## config.mk

```make
export PLATFORM = sky130hd
export DESIGN_NAME = alu_writeback_stage_flat
export DESIGN_NICKNAME = d
export VERILOG_FILES = /design/src/rtl/alu_writeback_stage_if.sv /design/src/rtl/alu_writeback_stage.sv /design/src/flat_wrapper.sv
export SDC_FILE = /design/constraint.sdc
export NUM_CORES = 1
export LEC_CHECK = 0
export ABC_AREA = 1
export CAP_MARGIN = 30
export CORE_ASPECT_RATIO = 0.6
export CORE_MARGIN = 4
export CORE_UTILIZATION = 46
export DETAILED_ROUTE_END_ITERATION = 8
export PLACE_DENSITY = 0.73
export SLEW_MARGIN = 0
export SYNTH_ARGS = -nofsm -noshare
export SYNTH_HDL_FRONTEND = slang
export SYNTH_SLANG_ARGS = --single-unit
```

## constraint.sdc

```tcl
create_clock -name clk -period 1.37 [get_ports clk]
set_input_delay 0.2055 -clock clk [delete_from_list [all_inputs] [get_ports clk]]
set_output_delay 0.2055 -clock clk [all_outputs]
set_load 0.03 [all_outputs]
```

## src/rtl/alu_writeback_stage_if.sv

```systemverilog
// rtl/alu_writeback_stage_if.sv - ALU-result intake, register-file writeback and flag bundle
// Bypass port signals exist only when ALU_WB_BYPASS_EN is defined.
interface alu_writeback_stage_if #(
  parameter int DATA_W = 16,
  parameter int ADDR_W = 3,
  parameter int DEPTH  = 2
);
  localparam int CNT_W = $clog2(DEPTH) + 1;

  logic              in_valid;
  logic              in_ready;
  logic [DATA_W-1:0] in_rd;
  logic              in_z;
  logic              in_c;
  logic [ADDR_W-1:0] in_dst;
  logic              in_wflags;
  logic              wb_valid;
  logic              wb_ready;
  logic [DATA_W-1:0] wb_data;
  logic [ADDR_W-1:0] wb_addr;
  logic              flag_z;
  logic              flag_c;
  logic [CNT_W-1:0]  pending;
`ifdef ALU_WB_BYPASS_EN
  logic [ADDR_W-1:0] byp_addr;
  logic              byp_hit;
  logic [DATA_W-1:0] byp_data;

  modport master (
    output in_valid, in_rd, in_z, in_c, in_dst, in_wflags, wb_ready, byp_addr,
    input  in_ready, wb_valid, wb_data, wb_addr, flag_z, flag_c, pending, byp_hit, byp_data
  );
  modport slave (
    input  in_valid, in_rd, in_z, in_c, in_dst, in_wflags, wb_ready, byp_addr,
    output in_ready, wb_valid, wb_data, wb_addr, flag_z, flag_c, pending, byp_hit, byp_data
  );
`else
  modport master (
    output in_valid, in_rd, in_z, in_c, in_dst, in_wflags, wb_ready,
    input  in_ready, wb_valid, wb_data, wb_addr, flag_z, flag_c, pending
  );
  modport slave (
    input  in_valid, in_rd, in_z, in_c, in_dst, in_wflags, wb_ready,
    output in_ready, wb_valid, wb_data, wb_addr, flag_z, flag_c, pending
  );
`endif
endinterface

```

## src/rtl/alu_writeback_stage.sv

```systemverilog
// rtl/alu_writeback_stage.sv - in-order retire queue from ALU to register file, flags committed at retire
// Optional operand-forwarding search enabled by defining ALU_WB_BYPASS_EN.
module alu_writeback_stage #(
  parameter int DATA_W = 16,
  parameter int ADDR_W = 3,
  parameter int DEPTH  = 2
) (
  input logic                  clk,
  input logic                  rst,
  alu_writeback_stage_if.slave bus
);
  localparam int PTR_W = $clog2(DEPTH);
  localparam int CNT_W = $clog2(DEPTH) + 1;

  logic [DATA_W-1:0] rd_mem_q  [DEPTH];
  logic [ADDR_W-1:0] dst_mem_q [DEPTH];
  logic [DEPTH-1:0]  z_mem_q;
  logic [DEPTH-1:0]  c_mem_q;
  logic [DEPTH-1:0]  wf_mem_q;

  logic [PTR_W-1:0]  rd_ptr_q, rd_ptr_d;
  logic [PTR_W-1:0]  wr_ptr_q, wr_ptr_d;
  logic [CNT_W-1:0]  count_q, count_d;
  logic              flag_z_q, flag_z_d;
  logic              flag_c_q, flag_c_d;

  logic push;
  logic pop;
  logic in_ready;
  logic wb_valid;

  // Readiness depends on registered occupancy only, so a full queue never passes through.
  assign in_ready = (count_q < CNT_W'(DEPTH));
  assign wb_valid = (count_q != '0);
  assign push     = bus.in_valid & in_ready;
  assign pop      = wb_valid & bus.wb_ready;

  assign bus.in_ready = in_ready;
  assign bus.wb_valid = wb_valid;
  assign bus.wb_data  = wb_valid ? rd_mem_q[rd_ptr_q]  : '0;
  assign bus.wb_addr  = wb_valid ? dst_mem_q[rd_ptr_q] : '0;
  assign bus.flag_z   = flag_z_q;
  assign bus.flag_c   = flag_c_q;
  assign bus.pending  = count_q;

  always_comb begin
    rd_ptr_d = rd_ptr_q;
    wr_ptr_d = wr_ptr_q;
    count_d  = count_q + CNT_W'(push) - CNT_W'(pop);
    flag_z_d = flag_z_q;
    flag_c_d = flag_c_q;
    if (push) begin
      wr_ptr_d = wr_ptr_q + PTR_W'(1);
    end
    if (pop) begin
      rd_ptr_d = rd_ptr_q + PTR_W'(1);
      if (wf_mem_q[rd_ptr_q]) begin
        flag_z_d = z_mem_q[rd_ptr_q];
        flag_c_d = c_mem_q[rd_ptr_q];
      end
    end
  end

  always_ff @(posedge clk or posedge rst) begin
    if (rst) begin
      rd_ptr_q <= '0;
      wr_ptr_q <= '0;
      count_q  <= '0;
      flag_z_q <= 1'b0;
      flag_c_q <= 1'b0;
      z_mem_q  <= '0;
      c_mem_q  <= '0;
      wf_mem_q <= '0;
      for (int i = 0; i < DEPTH; i++) begin
        rd_mem_q[i]  <= '0;
        dst_mem_q[i] <= '0;
      end
    end else begin
      rd_ptr_q <= rd_ptr_d;
      wr_ptr_q <= wr_ptr_d;
      count_q  <= count_d;
      flag_z_q <= flag_z_d;
      flag_c_q <= flag_c_d;
      if (push) begin
        rd_mem_q[wr_ptr_q]  <= bus.in_rd;
        dst_mem_q[wr_ptr_q] <= bus.in_dst;
        z_mem_q[wr_ptr_q]   <= bus.in_z;
        c_mem_q[wr_ptr_q]   <= bus.in_c;
        wf_mem_q[wr_ptr_q]  <= bus.in_wflags;
      end
    end
  end

`ifdef ALU_WB_BYPASS_EN
  logic              byp_hit;
  logic [DATA_W-1:0] byp_data;
  logic [PTR_W-1:0]  byp_idx;

  // Walk oldest to youngest so the last match wins; the head counts even while popping.
  always_comb begin
    byp_hit  = 1'b0;
    byp_data = '0;
    byp_idx  = '0;
    for (int i = 0; i < DEPTH; i++) begin
      byp_idx = rd_ptr_q + PTR_W'(i);
      if ((CNT_W'(i) < count_q) && (dst_mem_q[byp_idx] == bus.byp_addr)) begin
        byp_hit  = 1'b1;
        byp_data = rd_mem_q[byp_idx];
      end
    end
  end

  assign bus.byp_hit  = byp_hit;
  assign bus.byp_data = byp_data;
`endif
endmodule
```

## src/flat_wrapper.sv

```systemverilog
// flat-port wrapper written by rule: the top's interface ports become plain ports
module alu_writeback_stage_flat 
#(
  parameter int DATA_W = 16,
  parameter int ADDR_W = 3,
  parameter int DEPTH  = 2
)
  (clk, rst, bus_in_valid, bus_in_rd, bus_in_z, bus_in_c, bus_in_dst, bus_in_wflags, bus_wb_ready, bus_in_ready, bus_wb_valid, bus_wb_data, bus_wb_addr, bus_flag_z, bus_flag_c, bus_pending);
  alu_writeback_stage_if #(.DATA_W(DATA_W), .ADDR_W(ADDR_W), .DEPTH(DEPTH)) bus_i ();
  input logic clk;
  input logic rst;
  input wire logic [$bits(bus_i.in_valid)-1:0] bus_in_valid;
  input wire logic [$bits(bus_i.in_rd)-1:0] bus_in_rd;
  input wire logic [$bits(bus_i.in_z)-1:0] bus_in_z;
  input wire logic [$bits(bus_i.in_c)-1:0] bus_in_c;
  input wire logic [$bits(bus_i.in_dst)-1:0] bus_in_dst;
  input wire logic [$bits(bus_i.in_wflags)-1:0] bus_in_wflags;
  input wire logic [$bits(bus_i.wb_ready)-1:0] bus_wb_ready;
  output wire logic [$bits(bus_i.in_ready)-1:0] bus_in_ready;
  output wire logic [$bits(bus_i.wb_valid)-1:0] bus_wb_valid;
  output wire logic [$bits(bus_i.wb_data)-1:0] bus_wb_data;
  output wire logic [$bits(bus_i.wb_addr)-1:0] bus_wb_addr;
  output wire logic [$bits(bus_i.flag_z)-1:0] bus_flag_z;
  output wire logic [$bits(bus_i.flag_c)-1:0] bus_flag_c;
  output wire logic [$bits(bus_i.pending)-1:0] bus_pending;
  assign bus_i.in_valid = bus_in_valid;
  assign bus_i.in_rd = bus_in_rd;
  assign bus_i.in_z = bus_in_z;
  assign bus_i.in_c = bus_in_c;
  assign bus_i.in_dst = bus_in_dst;
  assign bus_i.in_wflags = bus_in_wflags;
  assign bus_i.wb_ready = bus_wb_ready;
  assign bus_in_ready = bus_i.in_ready;
  assign bus_wb_valid = bus_i.wb_valid;
  assign bus_wb_data = bus_i.wb_data;
  assign bus_wb_addr = bus_i.wb_addr;
  assign bus_flag_z = bus_i.flag_z;
  assign bus_flag_c = bus_i.flag_c;
  assign bus_pending = bus_i.pending;
  alu_writeback_stage #(.DATA_W(DATA_W), .ADDR_W(ADDR_W), .DEPTH(DEPTH)) u_core (.clk(clk), .rst(rst), .bus(bus_i));
endmodule
```

==> reports/metrics.csv <==
stage;metric;value;unit
status;status;finished, violations left;
status;violated checks;setup timing;
critical_path;crit path kind;register to output pin;
global_route;GRT met3 Usage;0.04516;
sta;max-slew violation count;0;
power_and_ir_drop;Total Power;0.01071;W
critical_path;WP buf/inv;3;
clock_network;CTS tree;yes;
clock_network;TritonCTS Buffers;5;
synthesis;Synth top cells by count;nand2_1 (104), dfrtp_1 (50), o21ai_2 (42);
global_route;first-pass GRT wire length;9.239;mm
sta;Final Hold Fails;0;
synthesis;top_reg_cell synth;dfrtp_1;
clock_network;H-tree depth;2;
placed_design;IO buf count;50;
cells_and_area;Finished Core Util;0.7941;
routing;first drt pass iteration count;4;
synthesis;post-synth design cell area;0.002461;sq mm
global_route;global route overflow;0;
floorplan;I/O Pins;51;
synthesis;post-synth top area share;0.5084;
floorplan;DIE HEIGHT;64.66;um
cells_and_area;antenna diode count;0;
critical_path;Worst setup EP type;output pin;
cells_and_area;area grow syn2layout;64.72;%
routing;Post-DRT Antenna Nets;0;
cells_and_area;FF/Latch Area;0.001254;sq mm
sta;measured slew at the worst slew-check pin;0.3071;ns
synthesis;EDFF count, synth;0;
sta;Final setup violation count;67;
floorplan;FP Rows;20;
critical_path;crit path DAT;1.40;ns
clock_network;clk_lat worst skew;0.30;ns
floorplan;die width;102.4;um
routing;DRC;0;
routing;via count;2129;
synthesis;syn_area_per_cell;9.048;sq um
sta;fmax;0.6236;GHz
power_and_ir_drop;static leakage;1.903;nW
critical_path;Worst setup startpoint;u_core.rd_ptr_q;
hold_path;HP Class;input pin to async pin;
synthesis;Mapped Nets;300;
sta;minimum clock period;1.604;ns
critical_path;Startpoint Class;register;
floorplan;core footprint;0.005105;sq mm
routing;initial DRC count;129;
critical_path;Worst path max stage delay;0.43;ns
clock_network;Post-CTS Hold Buffers;0;
cells_and_area;layout cells sized above 1;0.5501;
critical_path;Slowest-stage cell, CP;dfrtp_1;
cells_and_area;fill cell count;310;
flow_run;Max Cap Viol;0;
synthesis;count leader, synth;nand2_1;
critical_path;crit-path leading delay family;buffers and inverters;
global_route;vias in the first global route;1973;
global_route;Most Crowded Layer GR;met2;
synthesis;Yosys top cell by area;dfrtp_1;
sta;Worst Clk Skew;0.003006;ns
placed_design;Final HPWL DP;3.730;mm
critical_path;crit-path cells;inv_2, buf_6, nand2_2, a21oi_4, buf_6;
routing;wire length per cell;16.73;um
sta;worst hold slack;0.3056;ns
global_route;GR Util All Layers;0.1786;
global_route;GR Util met1;0.2454;
critical_path;crit-path most repeated cell;buf_6;
cells_and_area;multi-input combinational cell area;0.001488;sq mm
cells_and_area;# nets final;377;
routing;WL final;6.941;mm
synthesis;Seq cells post-synth;50;
synthesis;top cells by area, synth;dfrtp_1 (51%), nand2_1 (16%), o21ai_2 (15%), inv_1 (4.4%), a21oi_1 (3.9%);
critical_path;crit-path max FO;9;
sta;Period Utilization, post-route;1.171;
clock_network;clk sink count;50;
sta;Final WS setup;-0.2337;ns
synthesis;FFs w/ async S/R, synth;1.000;
routing;Via density;5.130;
sta;worst rel slew slack;0.7961;
floorplan;die area;0.006623;sq mm
clock_network;clk root buf;clkbuf_8;
critical_path;reg2reg start;u_core.bus.pending[1];
power_and_ir_drop;maximum vdd drop;1496;uV
power_and_ir_drop;Pwr Density;2643;mW/mm^2
placed_design;routability cong.;0.7082;
global_route;GR Util met2;0.2822;
synthesis;synthesized instance count;272;
global_route;initial antenna violation count;0;
synthesis;post-synth cell types;18;
global_route;largest net degree at the start of global routing;51;
critical_path;data required time of the worst path;1.16;ns
clock_network;CTS clk-pin slew, worst paths;0.09;ns
clock_network;Clock Path Buffers;2;
synthesis;Ys Warns;0;
synthesis;post-synthesis sequential area ratio;0.5084;
floorplan;Starting Density;0.4821;
sta;RSZ-0062 raised after global routing;yes;
## logic make-up after synthesis
group | count (synthesis) | share of synthesized area
xor+xnor | 3 | 0.01068
flops | 50 | 0.5084
buf+inv | 44 | 0.09761
compound gates | 63 | 0.1922
fa+ha+maj | 2 | 0.01017
simple gates | 110 | 0.1810
## worst reg2reg max path, cell delays in order, from the launching register on
cell	delay [ns]
dfrtp_2	0.44
buf_6	0.13
buf_6	0.12
inv_8	0.07
buf_6	0.10
nand3b_4	0.19
clkbuf_16	0.24
o21ai_2	0.15
## area by class of cell
class	instances	area share
Clock buffer	6	0.02037
Clock inverter	1	0.007407
Inverter	30	0.03056
Multi-Input combinational cell	178	0.3670
Sequential cell	50	0.3093
Tap cell	66	0.02037
Timing Repair Buffer	84	0.2451
## per-stage QoR
stage,worst slack (ns),instances,setup TNS [ns],cell area (sq um)
final,-0.2337,415,-7.813,4054
after floorplan,-0.08441,272,-0.4867,2611
after CTS,-0.2302,404,-4.128,3448
after global routing,-0.2805,415,-11.06,4054
after global placement,-0.1421,390,-0.9267,3202
after detailed placement,-0.1619,390,-1.125,3202
## power breakdown
group | switching [W] | internal [W] | leakage, nW
registers | 0.000741 | 0.00217 | 0.621
clock network | 0.000486 | 0.000585 | 0.0573
logic | 0.00360 | 0.00312 | 1.22
total | 0.00483 | 0.00588 | 1.90
## registers in the layout (all words and copies together) (netlist names)
register	flops
u_core.bus.flag_z	1
u_core.bus.flag_c	1
u_core.dst_mem_q	6
u_core.rd_mem_q	32
u_core.c_mem_q	2
u_core.rd_ptr_q	1
u_core.z_mem_q	2
u_core.wf_mem_q	2
u_core.bus.pending	2
u_core.wr_ptr_q	1
## placed cells by master, fill, tap and decap left out, drive strengths merged
cell | synthesis | layout
xnor2 | 1 | 1
clkdlybuf4s50 | 0 | 25
a21oi | 19 | 19
nand3b | 1 | 1
inv | 30 | 29
o21ai | 44 | 44
dfrtp | 50 | 50
bufinv | 0 | 1
dlygate4sd2 | 0 | 3
ha | 2 | 2
nor2 | 2 | 2
clkinvlp | 0 | 1
nand3 | 3 | 3
nand2 | 104 | 104
xor2 | 2 | 2
clkbuf | 2 | 12
buf | 12 | 50
## final timing paths
check	depth (start not counted)	slack, ns	end
max reg2reg	7	-0.13	u_core.dst_mem_q[5]
min in group clk	3	0.48	u_core.rd_mem_q[15]
min reg2reg	2	0.49	u_core.bus.flag_c
min	3	0.31	u_core.dst_mem_q[3]
max	5	-0.23	bus_wb_data[14]
max in group asynchronous	3	0.83	u_core.bus.pending[1]
## layer usage
| layer | wire length [um] | share of wire |
|---|---|---|
| met1 | 3130 | 0.45 |
| met2 | 3338 | 0.48 |
| met3 | 355 | 0.051 |
| met4 | 117 | 0.017 |
| met5 | 0 | 0 |
## timing repair
action                                  4_1_cts  5_1_grt
setup buffers                                 6        5
gates resized for setup                      35      111
endpoints found under the setup margin       25       67
cloned                                        1        7
pin swaps                                     0        5
Power figures use the tool's default switching activity.
